File: config.mk
export PLATFORM = sky130hd
export DESIGN_NAME = pattern_gen_multi_flat
export DESIGN_NICKNAME = d
export VERILOG_FILES = /design/src/rtl/pattern_gen_multi_if.sv /design/src/rtl/pattern_gen_multi.sv /design/src/flat_wrapper.sv
export SDC_FILE = /design/constraint.sdc
export NUM_CORES = 1
export LEC_CHECK = 0
export BUFFER_PORTS_ARGS = -buffer_cell sky130_fd_sc_hd__buf_4
export CORE_UTILIZATION = 45
export DETAILED_ROUTE_END_ITERATION = 8
export GPL_TIMING_DRIVEN = 1
export PLACE_DENSITY = 0.66
export SETUP_SLACK_MARGIN = 0.15
export SLEW_MARGIN = 30
export SYNTH_ARGS = -nofsm -noshare
export SYNTH_HDL_FRONTEND = slang
export SYNTH_SLANG_ARGS = --single-unit
export TNS_END_PERCENT = 10
File: constraint.sdc
create_clock -name clk -period 6.2 [get_ports clk]
set_input_delay 0 -clock clk [delete_from_list [all_inputs] [get_ports clk]]
set_output_delay 0 -clock clk [all_outputs]
set_load 0.1 [all_outputs]
File: src/rtl/pattern_gen_multi_if.sv
// Frame bus between the pattern generator (master) and its consumer (slave).
// Handshake: a frame transfers on any rising edge where pattern_valid && out_ready;
// the master holds pattern_data/step_wrap stable while pattern_valid is high and not accepted.
interface pattern_gen_multi_if #(
  parameter int ROWS = 8,
  parameter int COLS = 8
);
  logic [ROWS*COLS-1:0] pattern_data;
  logic                 pattern_valid;
  logic                 step_wrap;
  logic                 out_ready;

  modport master (
    output pattern_data,
    output pattern_valid,
    output step_wrap,
    input  out_ready
  );

  modport slave (
    input  pattern_data,
    input  pattern_valid,
    input  step_wrap,
    output out_ready
  );
endinterface

File: src/rtl/pattern_gen_multi.sv
// Lamp-matrix pattern generator: row/column/dot scans and blink, paced by a step divider.
// Optional macro PATGEN_PWM_EN adds brightness PWM gating of the lamp outputs.
module pattern_gen_multi #(
  parameter int ROWS = 8,
  parameter int COLS = 8
) (
  input  logic                 clk,
  input  logic                 rst,
  input  logic                 en,
  input  logic [1:0]           mode,
  input  logic [7:0]           speed,
  input  logic [7:0]           brightness,
  pattern_gen_multi_if.master  bus,
  output logic [ROWS*COLS-1:0] lamp
);

  localparam int NPIX = ROWS * COLS;
  localparam int IW   = $clog2(NPIX);

  typedef enum logic [1:0] {
    ROW_SCAN = 2'd0,
    COL_SCAN = 2'd1,
    DOT_SCAN = 2'd2,
    BLINK    = 2'd3
  } mode_e;

  mode_e             r_mode;
  logic [7:0]        r_div;
  logic [IW-1:0]     r_idx;
  logic [NPIX-1:0]   r_data;
  logic              r_valid;
  logic              r_wrap;
  logic [NPIX-1:0]   r_lamp;

  logic              w_mode_chg;
  logic              w_stall;
  logic              w_accept;
  logic [IW-1:0]     w_last;
  logic [NPIX-1:0]   w_frame;

  assign w_mode_chg = (mode_e'(mode) != r_mode);
  assign w_stall    = r_valid && !bus.out_ready;
  assign w_accept   = r_valid && bus.out_ready;

  always_comb begin
    w_last = IW'(1);
    case (r_mode)
      ROW_SCAN: w_last = IW'(ROWS - 1);
      COL_SCAN: w_last = IW'(COLS - 1);
      DOT_SCAN: w_last = IW'(NPIX - 1);
      BLINK:    w_last = IW'(1);
      default:  w_last = IW'(1);
    endcase
  end

  // Frame for the current step index, bit r*COLS+c is row r, column c.
  always_comb begin
    w_frame = '0;
    for (int r = 0; r < ROWS; r++) begin
      for (int c = 0; c < COLS; c++) begin
        case (r_mode)
          ROW_SCAN: w_frame[r*COLS+c] = (IW'(r) == r_idx);
          COL_SCAN: w_frame[r*COLS+c] = (IW'(c) == r_idx);
          DOT_SCAN: w_frame[r*COLS+c] = (IW'(r*COLS+c) == r_idx);
          BLINK:    w_frame[r*COLS+c] = (r_idx == '0);
          default:  w_frame[r*COLS+c] = 1'b0;
        endcase
      end
    end
  end

  // An accepted frame clears valid; a step event in the same cycle overrides with the new frame.
  always_ff @(posedge clk) begin
    if (rst) begin
      r_mode  <= mode_e'(mode);
      r_div   <= '0;
      r_idx   <= '0;
      r_data  <= '0;
      r_valid <= 1'b0;
      r_wrap  <= 1'b0;
    end else begin
      if (w_accept) begin
        r_valid <= 1'b0;
        r_wrap  <= 1'b0;
      end
      if (w_mode_chg) begin
        r_mode <= mode_e'(mode);
        r_idx  <= '0;
        r_div  <= '0;
      end else if (en && !w_stall) begin
        if (r_div == speed) begin
          r_div   <= '0;
          r_data  <= w_frame;
          r_valid <= 1'b1;
          r_wrap  <= (r_idx == '0);
          r_idx   <= (r_idx == w_last) ? '0 : r_idx + IW'(1);
        end else begin
          r_div <= r_div + 8'd1;
        end
      end
    end
  end

`ifdef PATGEN_PWM_EN
  logic [7:0] r_pwm;
  logic       w_pwm_on;

  assign w_pwm_on = (r_pwm < brightness) || (brightness == 8'hFF);

  always_ff @(posedge clk) begin
    if (rst) begin
      r_pwm  <= '0;
      r_lamp <= '0;
    end else begin
      if (en) begin
        r_pwm <= r_pwm + 8'd1;
      end
      r_lamp <= (en && w_pwm_on) ? r_data : '0;
    end
  end
`else
  logic w_unused_brightness;
  assign w_unused_brightness = ^brightness;

  always_ff @(posedge clk) begin
    if (rst) begin
      r_lamp <= '0;
    end else begin
      r_lamp <= en ? r_data : '0;
    end
  end
`endif

  assign bus.pattern_data  = r_data;
  assign bus.pattern_valid = r_valid;
  assign bus.step_wrap     = r_wrap;
  assign lamp              = r_lamp;

endmodule

File: src/flat_wrapper.sv
// flat-port wrapper written by rule: the top's interface ports become plain ports
module pattern_gen_multi_flat 
#(
  parameter int ROWS = 8,
  parameter int COLS = 8
)
  (clk, rst, en, mode, speed, brightness, lamp, bus_pattern_data, bus_pattern_valid, bus_step_wrap, bus_out_ready);
  pattern_gen_multi_if #(.ROWS(ROWS), .COLS(COLS)) bus_i ();
  input  logic clk;
  input  logic rst;
  input  logic en;
  input  logic [1:0] mode;
  input  logic [7:0] speed;
  input  logic [7:0] brightness;
  output logic [ROWS*COLS-1:0] lamp;
  output wire logic [$bits(bus_i.pattern_data)-1:0] bus_pattern_data;
  output wire logic [$bits(bus_i.pattern_valid)-1:0] bus_pattern_valid;
  output wire logic [$bits(bus_i.step_wrap)-1:0] bus_step_wrap;
  input wire logic [$bits(bus_i.out_ready)-1:0] bus_out_ready;
  assign bus_pattern_data = bus_i.pattern_data;
  assign bus_pattern_valid = bus_i.pattern_valid;
  assign bus_step_wrap = bus_i.step_wrap;
  assign bus_i.out_ready = bus_out_ready;
  pattern_gen_multi #(.ROWS(ROWS), .COLS(COLS)) u_core (.clk(clk), .rst(rst), .en(en), .mode(mode), .speed(speed), .brightness(brightness), .bus(bus_i), .lamp(lamp));
endmodule
=== Word-level counts from Yosys, hierarchy flattened ===
Index checks and enable logic that the tools add are counted.

* Equality and inequality tests: 69
* Bitwise gates (word level): 2
* Reduce and logical (&&, ||, !) cells: 17
* Muxes and demuxes: 77
* Add/sub/neg operators: 2

{| class="wikitable"
|+ Operator list
! kind !! count
|-
| $eq 6x6->1 const A || 32
|-
| $pmux 1 s4 || 42
|-
| $eq 5x6->1 const A || 16
|-
| $eq 4x6->1 const A || 8
|-
| $pmux 1 s3 || 14
|-
| $eq 3x6->1 const A || 4
|-
| $pmux 6 s3 || 1
|-
| $pmux 1 s2 || 7
|-
| $eq 2x6->1 const A || 2
|-
| $reduce_or 2->1 || 6
|-
| $mux 1 || 9
|-
| $add 8x1->8 const B || 1
|-
| $eq 8x8->1 || 1
|-
| $mux 8 || 1
|-
| $add 6x1->6 const B || 1
|-
| $eq 1x6->1 const A || 1
|-
| $eq 6x6->1 || 1
|-
| $logic_not 6->1 || 1
|-
| $mux 6 || 1
|-
| $eq 2x2->1 const B || 2
|-
| $mux 2 || 2
|-
| $reduce_or 4->1 || 1
|-
| $logic_and 1x1->1 || 3
|-
| $reduce_and 3->1 || 1
|-
| 7 further kinds || 9
|}

* Bits in registers: 146
* Bits of input ports: 22
* Output and inout port bits: 130

=== Longest topological paths before layout ===
* Depth after elaboration: 6
* Gate-level depth with buffers: 9
* Gate-level depth less buffers: 7

=== Worst setup path after synthesis ===
OpenSTA, ideal clock, no wires.

* Path kind: reg2reg
* Start point: register u_core.r_valid (netlist: u_core.bus.pattern_valid)
* End point: register u_core.r_data[31] (netlist: u_core.bus.pattern_data[31])
* Arrival: 2074 ps
* Slack: 4056 ps
* Data required time: 6130 ps
* Cell stages (with the launch flop): 8
* Clock period less this slack: 2144 ps
* Cell sequence: dfxtp_1 -> nand2b_1 -> nand3_1 -> nor4_1 -> buf_2 -> nor2_1 -> clkbuf_1 -> o2bb2ai_1

* Word-level cells in the longest chain between the ends: 4

{| class="wikitable"
|+ Ends and longest elaborated chain
! item !! RTL line !! text
|-
| from (decl) || pattern_gen_multi.sv:31 || <nowiki>logic r_valid;</nowiki>
|-
| from (signal assigned) || pattern_gen_multi.sv:79 || <nowiki>r_valid <= 1'b0;</nowiki>
|-
| from (signal assigned) || pattern_gen_multi.sv:83 || <nowiki>r_valid <= 1'b0;</nowiki>
|-
| from (signal assigned) || pattern_gen_multi.sv:94 || <nowiki>r_valid <= 1'b1;</nowiki>
|-
| $logic_and 1x1->1 || pattern_gen_multi.sv:42 || <nowiki>assign w_stall = r_valid && !bus.out_ready;</nowiki>
|-
| $logic_not 1->1 || pattern_gen_multi.sv:90 || <nowiki>end else if (en && !w_stall) begin</nowiki>
|-
| $logic_and 1x1->1 || pattern_gen_multi.sv:90 ||
|-
| $reduce_and 3->1 (no line) || - ||
|-
| to (signal assigned) || pattern_gen_multi.sv:93 || <nowiki>r_data <= w_frame;</nowiki>
|-
| to (decl) || pattern_gen_multi.sv:30 || <nowiki>logic [NPIX-1:0] r_data;</nowiki>
|}

Every way passes these cells.
A chain may end at the register's enable or synchronous reset.

=== Final worst setup path ===
* Start point: register u_core.r_mode[0]
* End point: register u_core.r_idx[4]

* Word-level cells in the longest chain between the ends: 5
* Elaborated cells on any way between the ends: 10

{| class="wikitable"
|+ Ends and longest elaborated chain
! item !! RTL line !! text
|-
| from (decl) || pattern_gen_multi.sv:27 || <nowiki>mode_e r_mode;</nowiki>
|-
| from (signal assigned) || pattern_gen_multi.sv:75 || <nowiki>r_mode <= mode_e'(mode);</nowiki>
|-
| from (signal assigned) || pattern_gen_multi.sv:87 || <nowiki>r_mode <= mode_e'(mode);</nowiki>
|-
| $eq 2x1->1 or $logic_not 2->1 (tied branches) || pattern_gen_multi.sv:47 || <nowiki>case (r_mode)</nowiki>
|-
| $reduce_or 2->1 (no line) || - ||
|-
| $pmux 6 s3 || pattern_gen_multi.sv:47 ||
|-
| $eq 6x6->1 || pattern_gen_multi.sv:96 || <nowiki>r_idx <= (r_idx == w_last) ? '0 : r_idx + IW'(1);</nowiki>
|-
| $mux 6 || pattern_gen_multi.sv:96 ||
|-
| to (signal assigned) || pattern_gen_multi.sv:96 ||
|-
| to (decl) || pattern_gen_multi.sv:29 || <nowiki>logic [IW-1:0] r_idx;</nowiki>
|}

Several ways; a longest one is shown, not always the timed one. The select of a mux whose other input is x is not followed.

==> metrics <==
CP Launch Type flip-flop; Final Slew Violations 0; CP max stage cell and3_1; Slew HR 0.360; # rows 42; Pint 1.54 mW; ys flop type dfxtp_1; Worst Reg-to-Reg Cells 7; Reg-to-Reg End u_core.r_idx[4]$_SDFFE_PP0P_; WL final 16.7 mm; register area share after synthesis 0.485; Crit. path cell count 7; DP HPWL 11.6 mm; die span in x 118 microns; Initial Utilization 0.460; CP bufs+invs 1; Routed Antenna Nets 0; total die area 14000 sq um; TritonRoute pass-1 iters 7; # clock sinks 146; pin slew with the least headroom to its limit 959 ps; final hold viol count 0; WP data required 6510 ps; vias per inst 5.36; slowest stage delay, CP 580 ps; ordered list of cells on the worst path inv_1, ha_1, and3_1, a21o_1, a31oi_4, and2_1, a221o_1; Layout area overhead 27.9%; share of cells above drive strength 1 0.243; Wirelength per Cell 17.1 microns; worst hold path class in -> reg; CTS tree done; core area 13200 sq um; final worst-path cycle share 0.414; post-synthesis async set-or-reset flop share 0; first-pass GRT wire length 26.7 mm; PortBufs 143; Seq pwr share 0.467; NetSw 479 uW; Netlist cell types 49; largest net degree at the start of global routing 65; maxcap violations 0; GP Congestion 0.874; GR Overflow Total 0; Util after Layout 0.588; Worst Skew 14.2 ps; vias in the first global route 4996; top-area cell type share of the netlist area 0.475; Die Ht 118 microns; final net count 818; Final Setup Violations 0; DRC Markers 0; cell taking the most area after synthesis dfxtp_1; # IOs 152; peak supply drop 0.000205 V; leakage 3.14 nW; deepest clock path buffer count 2; timing endpoint of the critical path u_core.r_idx[4]$_SDFFE_PP0P_; worst setup path startpoint u_core.r_mode[0]$_DFFE_PP_; EDFF count, synth 2; Comb power frac 0.065; largest cells by area after synthesis dfxtp_1 48%, and2_1 7.0%, nor2_1 5.6%; most common library cells after synthesis 144 x dfxtp_1, 91 x nor2_1, 68 x and2_1, 50 x nand2_1, 41 x a211oi_1; status finished clean; Yosys warnings 0; maximum clock frequency 390 MHz; Sw Ratio 0.237; diode count 0; Worst path top cell family by delay simple AND/OR/NAND/NOR gates; Avg Cell Area, Syn 9.01 sq um; starting DRC count in detailed routing 357; synthesized instance count 673; syn_nets 705; Worst Setup Path Type reg -> reg; Final Critical Period 2560 ps; GRT Resource Usage Total 0.248; nature of the critical path endpoint flip-flop; Final TNS setup 0 ps; synthesized flop and latch total 146; Num CTS Buffers 17; top-count cell post-synth dfxtp_1; Clock Power Share 0.468; crit-path max FO 15; Max H-tree Level 4; RSZ-0062 raised after global routing false; Post-Syn Area 6070 sq um; later-pin clock latency in the skew report 430 ps; via count 5225; Pwr per Cell Area 261 nW/um^2; root buf cell clkbuf_16; Reg2Reg Setup Slack 3640 ps; Critical Path AT 2880 ps; initial antenna violation count 0; r2r startpoint u_core.r_mode[0]$_DFFE_PP_; clock edge transition at the registers on the reported setup and hold paths 60 ps
## area by class of cell
class,instances,area (sq um)
timing repair buffer,152,1170
sequential,146,2940
inverter,8,30.0
clock buffer,18,439
clock inverter,13,110
tap,176,220
fill,1224,5430
multi-input combinational,461,2850
## cells in the final DEF, fill, tap and decap left out, types with 2 or more instances in the layout
cell | netlist | layout
buf_4 | 4 | 147
dfxtp_1 | 144 | 144
nor2_1 | 91 | 90
and2_1 | 68 | 68
nand2_1 | 50 | 50
a211oi_1 | 41 | 41
a21oi_1 | 35 | 35
o2bb2ai_1 | 20 | 20
clkbuf_16 | 0 | 17
a311oi_1 | 15 | 15
nand3_1 | 14 | 14
o21ai_0 | 13 | 13
xnor2_1 | 12 | 12
and3_1 | 10 | 10
nand2b_1 | 9 | 9
ha_1 | 10 | 9
inv_1 | 8 | 8
nand4_1 | 8 | 8
xor2_1 | 7 | 7
a22o_1 | 6 | 6
and3b_1 | 6 | 6
clkinv_2 | 0 | 5
mux2i_1 | 4 | 4
nor4_1 | 5 | 4
nor3b_1 | 4 | 4
dlygate4sd3_1 | 0 | 4
a21oi_2 | 3 | 3
nor2b_1 | 3 | 3
o211ai_1 | 3 | 3
nor3_1 | 3 | 3
a31o_2 | 3 | 3
clkinvlp_4 | 0 | 3
or4_1 | 2 | 2
nand3b_1 | 2 | 2
a221o_1 | 2 | 2
inv_6 | 0 | 2
edfxtp_1 | 2 | 2
## kinds of logic (layout without fill, tap and decap cells)
kind of cell | Yosys count | count (layout) | share of synthesized area
AOI/OAI and AO/OA | 146 | 146 | 0.174
xor gates and xnor gates | 19 | 19 | 0.0274
adders and majority gates | 10 | 10 | 0.0206
buffers and inverters | 66 | 191 | 0.0483
DFF | 146 | 146 | 0.485
muxes | 4 | 4 | 0.00660
and+or+nand+nor | 282 | 282 | 0.238
## worst reg2reg max path, delay by kind of cell, from the launching register on
kind,cells,cell delay (ps)
flops,1,480
fa+ha+maj,1,340
compound gates,3,680
simple gates,2,820
buf+inv,1,140
## power by group through the flow
stage	logic (mW)	registers, mW	clock network [mW]
6_report	0.132	0.945	0.947
5_1_grt	0.144	0.945	1.01
4_1_cts	0.129	0.945	0.968
3_5_place_dp	0.126	0.966	0
3_3_place_gp	0.125	0.965	0
2_1_floorplan	0.0844	0.968	0
## timing repair
| item | 4_1_cts | 5_1_grt |
|---|---|---|
| setup buffers | 0 | 0 |
| resized for setup | 0 | 0 |
| hold buffers | 4 | 0 |
| endpoints found under the hold margin | 6 | 0 |
## flip-flops by register name, summed over array words and instances (netlist names)
| signal | cells |
|---|---|
| u_core.bus.pattern_data | 64 |
| u_core.bus.pattern_valid | 1 |
| u_core.bus.step_wrap | 1 |
| u_core.lamp | 64 |
| u_core.r_div | 8 |
| u_core.r_idx | 6 |
| u_core.r_mode | 2 |
## metrics by stage
step	std cells	hold WS [ps]	total power [mW]	setup WS, ps	cell area, sq um
3_3_place_gp	938	197	1.09	3420	7140
2_1_floorplan	673	98.9	1.05	4060	6070
3_5_place_dp	938	196	1.09	3670	7140
4_1_cts	973	44.0	2.04	3650	7730
6_report	974	72.8	2.02	3640	7760
5_1_grt	974	77.1	2.10	3480	7760
## routing by layer
metal | vias to the layer above | share of wire | track usage
met2 | 136 | 0.48 | 0.397
met3 | 21 | 0.045 | 0.0533
li1 | 2574 | - | -
met5 | - | 0 | 0
met1 | 2494 | 0.46 | 0.329
met4 | 0 | 0.016 | 0.0849
## how the worst min path moves through the flow
stage	slack, ps	cells after the start	endpoint	from
2_1_floorplan	100	0	u_core.r_mode[0]$_DFFE_PP_	mode[0]
3_3_place_gp	200	1	u_core.r_mode[0]$_DFFE_PP_	mode[0]
3_5_place_dp	200	1	u_core.r_mode[0]$_DFFE_PP_	mode[0]
4_1_cts	40	2	u_core.bus.pattern_valid$_SDFF_PP0_	rst
5_1_grt	80	2	u_core.bus.pattern_data[2]$_SDFFE_PP0P_	rst
6_report	70	2	u_core.bus.pattern_valid$_SDFF_PP0_	rst
Note: power is estimated with default switching activity, not from simulation.
